$ cat src/rtl/game_sequencer_pkg.sv
// Shared game geometry, constants and state encodings for the game sequencer.
package game_sequencer_pkg;

    localparam int unsigned BLOCK_COUNT = 72;
    localparam int unsigned CNT_W       = 7;
    localparam int unsigned Y_W         = 10;
    localparam int unsigned LIVES_W     = 2;
    localparam int unsigned FRAME_W     = 6;

    // Ball is lost once its top edge passes the last row it can occupy on screen.
    localparam int unsigned SCREEN_H_PIXELS = 480;
    localparam int unsigned BALL_SIZE_PIXELS = 10;

    localparam logic [LIVES_W-1:0] DEFAULT_LIVES_INIT        = LIVES_W'(3);
    localparam logic [Y_W-1:0]     DEFAULT_LOST_Y_PIXEL      = Y_W'(SCREEN_H_PIXELS - BALL_SIZE_PIXELS);
    localparam logic [FRAME_W-1:0] DEFAULT_LOST_DELAY_FRAMES = FRAME_W'(30);

    typedef enum logic [2:0] {
        ST_IDLE   = 3'd0,
        ST_RUN    = 3'd1,
        ST_PAUSED = 3'd2,
        ST_LOST   = 3'd3,
        ST_OVER   = 3'd4,
        ST_WON    = 3'd5
    } game_state_e;

endpackage

$ cat src/rtl/game_sequencer_block_counter.sv
// Serial scanner counting set bits of the block-present vector, one bit per cycle.
module game_sequencer_block_counter
    import game_sequencer_pkg::*;
(
    input  logic                   CLK,
    input  logic                   RESET,
    input  logic                   start,
    input  logic                   abort,
    input  logic [BLOCK_COUNT-1:0] vector,
    output logic                   done_c,
    output logic [CNT_W-1:0]       count_c
);

    logic             busy_q, busy_d;
    logic [CNT_W-1:0] idx_q, idx_d;
    logic [CNT_W-1:0] cnt_q, cnt_d;
    logic             last_c;

    // Count and done are combinational so the caller can latch the final total on the last scan cycle.
    always_comb begin
        busy_d  = busy_q;
        idx_d   = idx_q;
        cnt_d   = cnt_q;
        last_c  = (idx_q == CNT_W'(BLOCK_COUNT - 1));
        count_c = cnt_q + CNT_W'(vector[idx_q]);
        done_c  = busy_q && last_c && !abort;

        if (abort) begin
            busy_d = 1'b0;
        end else if (start) begin
            busy_d = 1'b1;
            idx_d  = '0;
            cnt_d  = '0;
        end else if (busy_q) begin
            cnt_d = count_c;
            idx_d = idx_q + CNT_W'(1);
            if (last_c) begin
                busy_d = 1'b0;
            end
        end
    end

    always_ff @(posedge CLK or posedge RESET) begin
        if (RESET) begin
            busy_q <= 1'b0;
            idx_q  <= '0;
            cnt_q  <= '0;
        end else begin
            busy_q <= busy_d;
            idx_q  <= idx_d;
            cnt_q  <= cnt_d;
        end
    end

endmodule

$ cat src/rtl/game_sequencer.sv
// Game flow controller: paces physics to the frame rate, tracks lives, pause, win/lose and blocks left.
module game_sequencer
    import game_sequencer_pkg::*;
#(
    parameter logic [LIVES_W-1:0] LIVES_INIT        = DEFAULT_LIVES_INIT,
    parameter logic [Y_W-1:0]     LOST_Y_PIXEL      = DEFAULT_LOST_Y_PIXEL,
    parameter logic [FRAME_W-1:0] LOST_DELAY_FRAMES = DEFAULT_LOST_DELAY_FRAMES
) (
    input  logic                   CLK,
    input  logic                   RESET,
    input  logic                   FRAME_START,
    input  logic                   BTN_START,
    input  logic                   BTN_PAUSE,
    input  logic [Y_W-1:0]         BALL_Y_PIXEL,
    input  logic [BLOCK_COUNT-1:0] BLOCK_STATE,
    output logic                   START_UPDATE,
    output logic                   PHYS_RESET,
    output logic                   BALL_RESET,
    output logic [LIVES_W-1:0]     LIVES,
    output logic [CNT_W-1:0]       BLOCKS_LEFT,
    output logic [2:0]             GAME_STATE
);

    game_state_e        state_q, state_d;
    logic [LIVES_W-1:0] lives_q, lives_d;
    logic [CNT_W-1:0]   blocks_q, blocks_d;
    logic [FRAME_W-1:0] frame_q, frame_d;
    logic               pause_prev_q, pause_prev_d;
    logic               start_update_q, start_update_d;
    logic               phys_reset_q, phys_reset_d;
    logic               ball_reset_q, ball_reset_d;

    logic               pause_edge_c;
    logic               scan_done_c;
    logic [CNT_W-1:0]   scan_count_c;
    logic               won_c;

    game_sequencer_block_counter u_block_counter (
        .CLK     (CLK),
        .RESET   (RESET),
        .start   (FRAME_START),
        .abort   (phys_reset_q),
        .vector  (BLOCK_STATE),
        .done_c  (scan_done_c),
        .count_c (scan_count_c)
    );

    always_comb begin
        state_d        = state_q;
        lives_d        = lives_q;
        blocks_d       = blocks_q;
        frame_d        = frame_q;
        pause_prev_d   = BTN_PAUSE;
        start_update_d = 1'b0;
        phys_reset_d   = 1'b0;
        ball_reset_d   = 1'b0;
        pause_edge_c   = BTN_PAUSE && !pause_prev_q;
        won_c          = 1'b0;

        if (scan_done_c) begin
            blocks_d = scan_count_c;
            won_c    = (scan_count_c == '0);
        end

        case (state_q)
            ST_IDLE, ST_OVER, ST_WON: begin
                if (FRAME_START && BTN_START) begin
                    phys_reset_d = 1'b1;
                    lives_d      = LIVES_INIT;
                    blocks_d     = CNT_W'(BLOCK_COUNT);
                    state_d      = ST_RUN;
                end
            end
            ST_RUN: begin
                // Clearing the board beats a same-cycle pause; a pause edge beats the frame's update.
                if (won_c) begin
                    state_d = ST_WON;
                end else if (pause_edge_c) begin
                    state_d = ST_PAUSED;
                end else if (FRAME_START) begin
                    if (BALL_Y_PIXEL >= LOST_Y_PIXEL) begin
                        lives_d = lives_q - LIVES_W'(1);
                        frame_d = '0;
                        state_d = (lives_q == LIVES_W'(1)) ? ST_OVER : ST_LOST;
                    end else begin
                        start_update_d = 1'b1;
                    end
                end
            end
            ST_PAUSED: begin
                if (pause_edge_c) begin
                    state_d = ST_RUN;
                end
            end
            ST_LOST: begin
                if (FRAME_START) begin
                    if (frame_q == FRAME_W'(LOST_DELAY_FRAMES - FRAME_W'(1))) begin
                        ball_reset_d = 1'b1;
                        state_d      = ST_RUN;
                    end else begin
                        frame_d = frame_q + FRAME_W'(1);
                    end
                end
            end
            default: begin
                state_d = ST_IDLE;
            end
        endcase
    end

    always_ff @(posedge CLK or posedge RESET) begin
        if (RESET) begin
            state_q        <= ST_IDLE;
            lives_q        <= '0;
            blocks_q       <= CNT_W'(BLOCK_COUNT);
            frame_q        <= '0;
            pause_prev_q   <= 1'b0;
            start_update_q <= 1'b0;
            phys_reset_q   <= 1'b0;
            ball_reset_q   <= 1'b0;
        end else begin
            state_q        <= state_d;
            lives_q        <= lives_d;
            blocks_q       <= blocks_d;
            frame_q        <= frame_d;
            pause_prev_q   <= pause_prev_d;
            start_update_q <= start_update_d;
            phys_reset_q   <= phys_reset_d;
            ball_reset_q   <= ball_reset_d;
        end
    end

    assign START_UPDATE = start_update_q;
    assign PHYS_RESET   = phys_reset_q;
    assign BALL_RESET   = ball_reset_q;
    assign LIVES        = lives_q;
    assign BLOCKS_LEFT  = blocks_q;
    assign GAME_STATE   = state_q;

endmodule

$ cat config.mk
export PLATFORM = sky130hd
export DESIGN_NAME = game_sequencer
export DESIGN_NICKNAME = d
export VERILOG_FILES = /design/src/rtl/game_sequencer_pkg.sv /design/src/rtl/game_sequencer_block_counter.sv /design/src/rtl/game_sequencer.sv
export SDC_FILE = /design/constraint.sdc
export NUM_CORES = 1
export LEC_CHECK = 0
export BUFFER_PORTS_ARGS = -buffer_cell sky130_fd_sc_hd__buf_4
export CORE_ASPECT_RATIO = 1.2
export CORE_MARGIN = 1.5
export CORE_UTILIZATION = 30
export CTS_BUF_LIST = sky130_fd_sc_hd__clkbuf_4 sky130_fd_sc_hd__clkbuf_8 sky130_fd_sc_hd__clkbuf_16
export DETAILED_ROUTE_END_ITERATION = 8
export MAX_ROUTING_LAYER = met4
export PLACE_DENSITY = 0.56
export SYNTH_ARGS = -nofsm -noshare
export SYNTH_HDL_FRONTEND = slang
export SYNTH_SLANG_ARGS = --single-unit
export TNS_END_PERCENT = 50
$ cat constraint.sdc
create_clock -name CLK -period 3.8 [get_ports CLK]
set_input_delay 0.57 -clock CLK [delete_from_list [all_inputs] [get_ports CLK]]
set_output_delay 0.57 -clock CLK [all_outputs]
set_load 0.01 [all_outputs]
==> impl_results.rst <==
.. list-table::
   :header-rows: 1

   * - Metric
     - Value
   * - Drt initial violations
     - 52
   * - Number of maximum-capacitance constraint violations
     - 0
   * - Count of synthesis-stage warnings from yosys
     - 0
   * - Fraction of final layout cells with drive strength greater than 1
     - 0.433
   * - Synth top cells by count
     - sky130_fd_sc_hd__dfrtp_1 (35), sky130_fd_sc_hd__nand2_1 (32), sky130_fd_sc_hd__nor2_1 (26)
   * - Via count
     - 2413
   * - Growth of design area from synthesis to finish
     - 40.7%
   * - Starting density of the core
     - 0.307
   * - Cell total after placement
     - between 400 and 500
   * - Max Buffers Root-to-Sink
     - 2
   * - RePlAce Congestion
     - roughly 0.85
   * - Tightest Pin Transition
     - 1150 ps
   * - Clock-pin slew on the worst setup and hold paths
     - 80 ps
   * - Endpoints failing setup
     - 0
   * - WL per Instance
     - 14.4 µm
   * - Top post-synthesis cells by area
     - sky130_fd_sc_hd__dfrtp_1 (34%), sky130_fd_sc_hd__mux4_2 (17%), sky130_fd_sc_hd__nand2_1 (4.6%)
   * - Final slew viol count
     - 0
   * - Number of global-route vias before repair
     - 2464
   * - Hold-fix buffers, CTS
     - 0
   * - Congestion Overflow GR
     - 0
   * - Cell taking the most area after synthesis
     - sky130_fd_sc_hd__dfrtp_1
   * - Sequential-to-total area share from yosys stat
     - 0.356
   * - Detailed-route vias per instance
     - 4.93
   * - Worst reg-to-reg path cell count
     - 15
   * - Antenna-violating nets left
     - 0
   * - Arrival time of the worst setup path
     - 3730 ps
   * - I/O pin total
     - slightly above 100
   * - FF/Latch Area
     - approximately 930 µm²
   * - Total iterations of the first detailed-routing run
     - 4
   * - Type of the setup path with the least slack
     - flop to flop
   * - Number of standard cells in the layout, taps in and fillers out
     - between 400 and 500
   * - Critical-path maximum fanout
     - 13
   * - Area of the mapped netlist
     - between 2000 and 3000 µm²
   * - Class of the most critical hold timing path
     - input port to asynchronous set/reset pin
   * - Fraction of synthesized cell area taken by the top area cell type
     - 0.335
   * - P per Cell Area
     - 477 nW/µm²
   * - Overall die width
     - 88.2 µm
   * - Final worst-path cycle share
     - 0.939
   * - Max VDD drop
     - 312 µV
   * - Most numerous cell in the Yosys netlist
     - sky130_fd_sc_hd__dfrtp_1
   * - Clock latency of the later-clocked register in the worst-skew pair
     - 290 ps
   * - Chip height
     - 105 µm
   * - Largest net degree at the start of global routing
     - 22
   * - Ant diodes
     - 0
   * - Root buf cell
     - sky130_fd_sc_hd__clkbuf_8
   * - Clock tree from TritonCTS
     - done
   * - Number of port buffers
     - 100
   * - Number of flops mapped to enable cells by yosys
     - 0
   * - Sum of net half-perimeters after detailed placement
     - 5.54 mm
   * - Cell leakage power
     - between 0.0015 and 0.002 µW
   * - Aggregate global-route resource usage
     - 0.157
   * - Worst-case headroom to the max-slew limit
     - 0.228
   * - Mean area per synthesized cell
     - 9.93 µm²
   * - Outcome
     - finished clean
   * - Core Region
     - 8520 µm²
   * - Cell variety after synth
     - 48
   * - Total of fill cells in the finished design
     - between 800 and 900
   * - DRC Markers
     - 0
   * - Number of antenna violations at the first check in global routing
     - 0
   * - Share of synthesized registers carrying an async set or reset
     - 1.00
   * - Row Count
     - 37
   * - Area enclosed by the die boundary
     - 9270 µm²
   * - Number of buffers created by CTS
     - 5
   * - Number of nets in the final layout
     - 464
   * - Minimum clock period after layout
     - 3570 ps
   * - Post-Route Skew
     - about 7.8 ps
   * - Endpoints failing hold
     - 0
   * - Post-Route Hold Slack
     - 363 ps
   * - Critical path data required time
     - slightly below 4000 ps
   * - Kind of start point of the critical path
     - flop
   * - CTS H-tree lvls
     - 2
   * - Clock net sink count
     - 37
   * - Cell count after synthesis
     - 263
   * - Post-Synthesis Net Count
     - 356
   * - Global-route wire length before repair
     - between 10 and 15 mm
   * - Achievable clock frequency
     - roughly 280 MHz
   * - Detailed Route WL
     - between 7 and 8 mm
   * - CP endpoint kind
     - flop
   * - Dominant synthesized flop cell
     - sky130_fd_sc_hd__dfrtp_1
   * - Synth Register Bits
     - 37
   * - Total area of multi-input combinational cells
     - 1590 µm²
==> area by class of cell <==
type,count,share of cell area
well taps,117,0.0398
flip-flops and latches,37,0.253
repair buffers,116,0.244
multi-input cells,203,0.432
clock inverters,3,0.00477
inverters,8,0.00817
clock buffers,5,0.0187
==> logic make-up after synthesis <==
group | after synthesis | synth area share
xor gates and xnor gates | 10 | 0.0335
adders and majority gates | 6 | 0.0287
AOI/OAI and AO/OA | 51 | 0.125
DFF | 37 | 0.356
muxes | 30 | 0.212
and+or+nand+nor | 106 | 0.203
buffers and inverters | 23 | 0.0426
==> what timing repair did <==
action | 4_1_cts | 5_1_grt
pin swaps | 0 | 1
setup buffers | 0 | 1
gates resized for setup | 3 | 3
endpoints found under the setup margin | 3 | 12
==> worst paths after layout <==
path | start | to | slack, ps
min | RESET | BLOCKS_LEFT[5] | 360
max in group asynchronous | RESET | LIVES[0] | 2700
min reg2reg | u_block_counter.cnt_q[6] | u_block_counter.cnt_q[6] | 520
max reg2reg | u_block_counter.idx_q[0] | GAME_STATE[0] | 230
min in group CLK | BTN_PAUSE | pause_prev_q | 400
max | u_block_counter.idx_q[0] | GAME_STATE[0] | 230
==> cells in the final DEF (no fill, tap or decap), types with 2 or more instances in the layout <==
| master | instances |
|---|---|
| sky130_fd_sc_hd__a211oi_1 | 2 |
| sky130_fd_sc_hd__a21oi_1 | 10 |
| sky130_fd_sc_hd__a311oi_1 | 2 |
| sky130_fd_sc_hd__a31oi_1 | 2 |
| sky130_fd_sc_hd__and2_1 | 2 |
| sky130_fd_sc_hd__buf_12 | 2 |
| sky130_fd_sc_hd__buf_4 | 114 |
| sky130_fd_sc_hd__clkbuf_8 | 5 |
| sky130_fd_sc_hd__clkinv_2 | 2 |
| sky130_fd_sc_hd__dfrtp_1 | 34 |
| sky130_fd_sc_hd__dfstp_2 | 2 |
| sky130_fd_sc_hd__ha_1 | 4 |
| sky130_fd_sc_hd__ha_2 | 2 |
| sky130_fd_sc_hd__inv_1 | 8 |
| sky130_fd_sc_hd__mux2_2 | 2 |
| sky130_fd_sc_hd__mux2i_1 | 8 |
| sky130_fd_sc_hd__mux4_2 | 20 |
| sky130_fd_sc_hd__nand2_1 | 32 |
| sky130_fd_sc_hd__nand2b_1 | 4 |
| sky130_fd_sc_hd__nand3_1 | 13 |
| sky130_fd_sc_hd__nor2_1 | 26 |
| sky130_fd_sc_hd__nor2b_1 | 7 |
| sky130_fd_sc_hd__nor3_1 | 7 |
| sky130_fd_sc_hd__nor3_4 | 2 |
| sky130_fd_sc_hd__o21a_1 | 2 |
| sky130_fd_sc_hd__o21ai_0 | 17 |
| sky130_fd_sc_hd__o21ai_1 | 3 |
| sky130_fd_sc_hd__o21bai_1 | 2 |
| sky130_fd_sc_hd__o22ai_1 | 2 |
| sky130_fd_sc_hd__or2_2 | 2 |
| sky130_fd_sc_hd__or3_1 | 3 |
| sky130_fd_sc_hd__xnor2_1 | 5 |
| sky130_fd_sc_hd__xor2_1 | 5 |
==> worst max-delay path, stage by stage (launching register included) <==
cell and delay, ps:
sky130_fd_sc_hd__dfrtp_1 390, sky130_fd_sc_hd__buf_12 170, sky130_fd_sc_hd__mux4_2 500, sky130_fd_sc_hd__mux4_2 500, sky130_fd_sc_hd__nand2b_1 170, sky130_fd_sc_hd__nand4b_1 100, sky130_fd_sc_hd__o211ai_1 130, sky130_fd_sc_hd__ha_2 210
sky130_fd_sc_hd__ha_2 200, sky130_fd_sc_hd__xnor2_1 130, sky130_fd_sc_hd__a31o_2 250, sky130_fd_sc_hd__nand3_2 100, sky130_fd_sc_hd__o211ai_4 110, sky130_fd_sc_hd__buf_4 170, sky130_fd_sc_hd__o21ai_0 170, sky130_fd_sc_hd__o311ai_1 120
==> metal layers <==
metal,vias up,GRT usage,wire (µm)
li1,1177,-,-
met3,9,0.0324,584
met4,0,0.0335,90
met2,81,0.296,3700
met1,1146,0.164,2690
met5,-,-,0
==> where the power goes <==
part,internal (µW),switching (µW)
registers,475,116
clock network,127,147
logic,506,382
total,1110,645
==> registers in the layout (all words and copies together) (netlist names) <==
register	flops
u_block_counter.idx_q	7
GAME_STATE	3
u_block_counter.cnt_q	7
PHYS_RESET	1
START_UPDATE	1
u_block_counter.busy_q	1
frame_q	6
LIVES	2
BALL_RESET	1
BLOCKS_LEFT	7
pause_prev_q	1
==> stage by stage <==
stage                util  area [µm²]  power (µW)  setup WS, ps  setup TNS [ps]
floorplan               -        2610        1140           173               0
global placement    0.418        3560        1470         -29.7           -29.7
detailed placement  0.418        3560        1470        -0.522          -0.894
CTS                 0.429        3650        1760          55.1               0
global route        0.431        3670        1880         -2.28           -2.28
finish              0.431        3670        1750           230               0
Note: power is estimated with default switching activity, not from simulation.
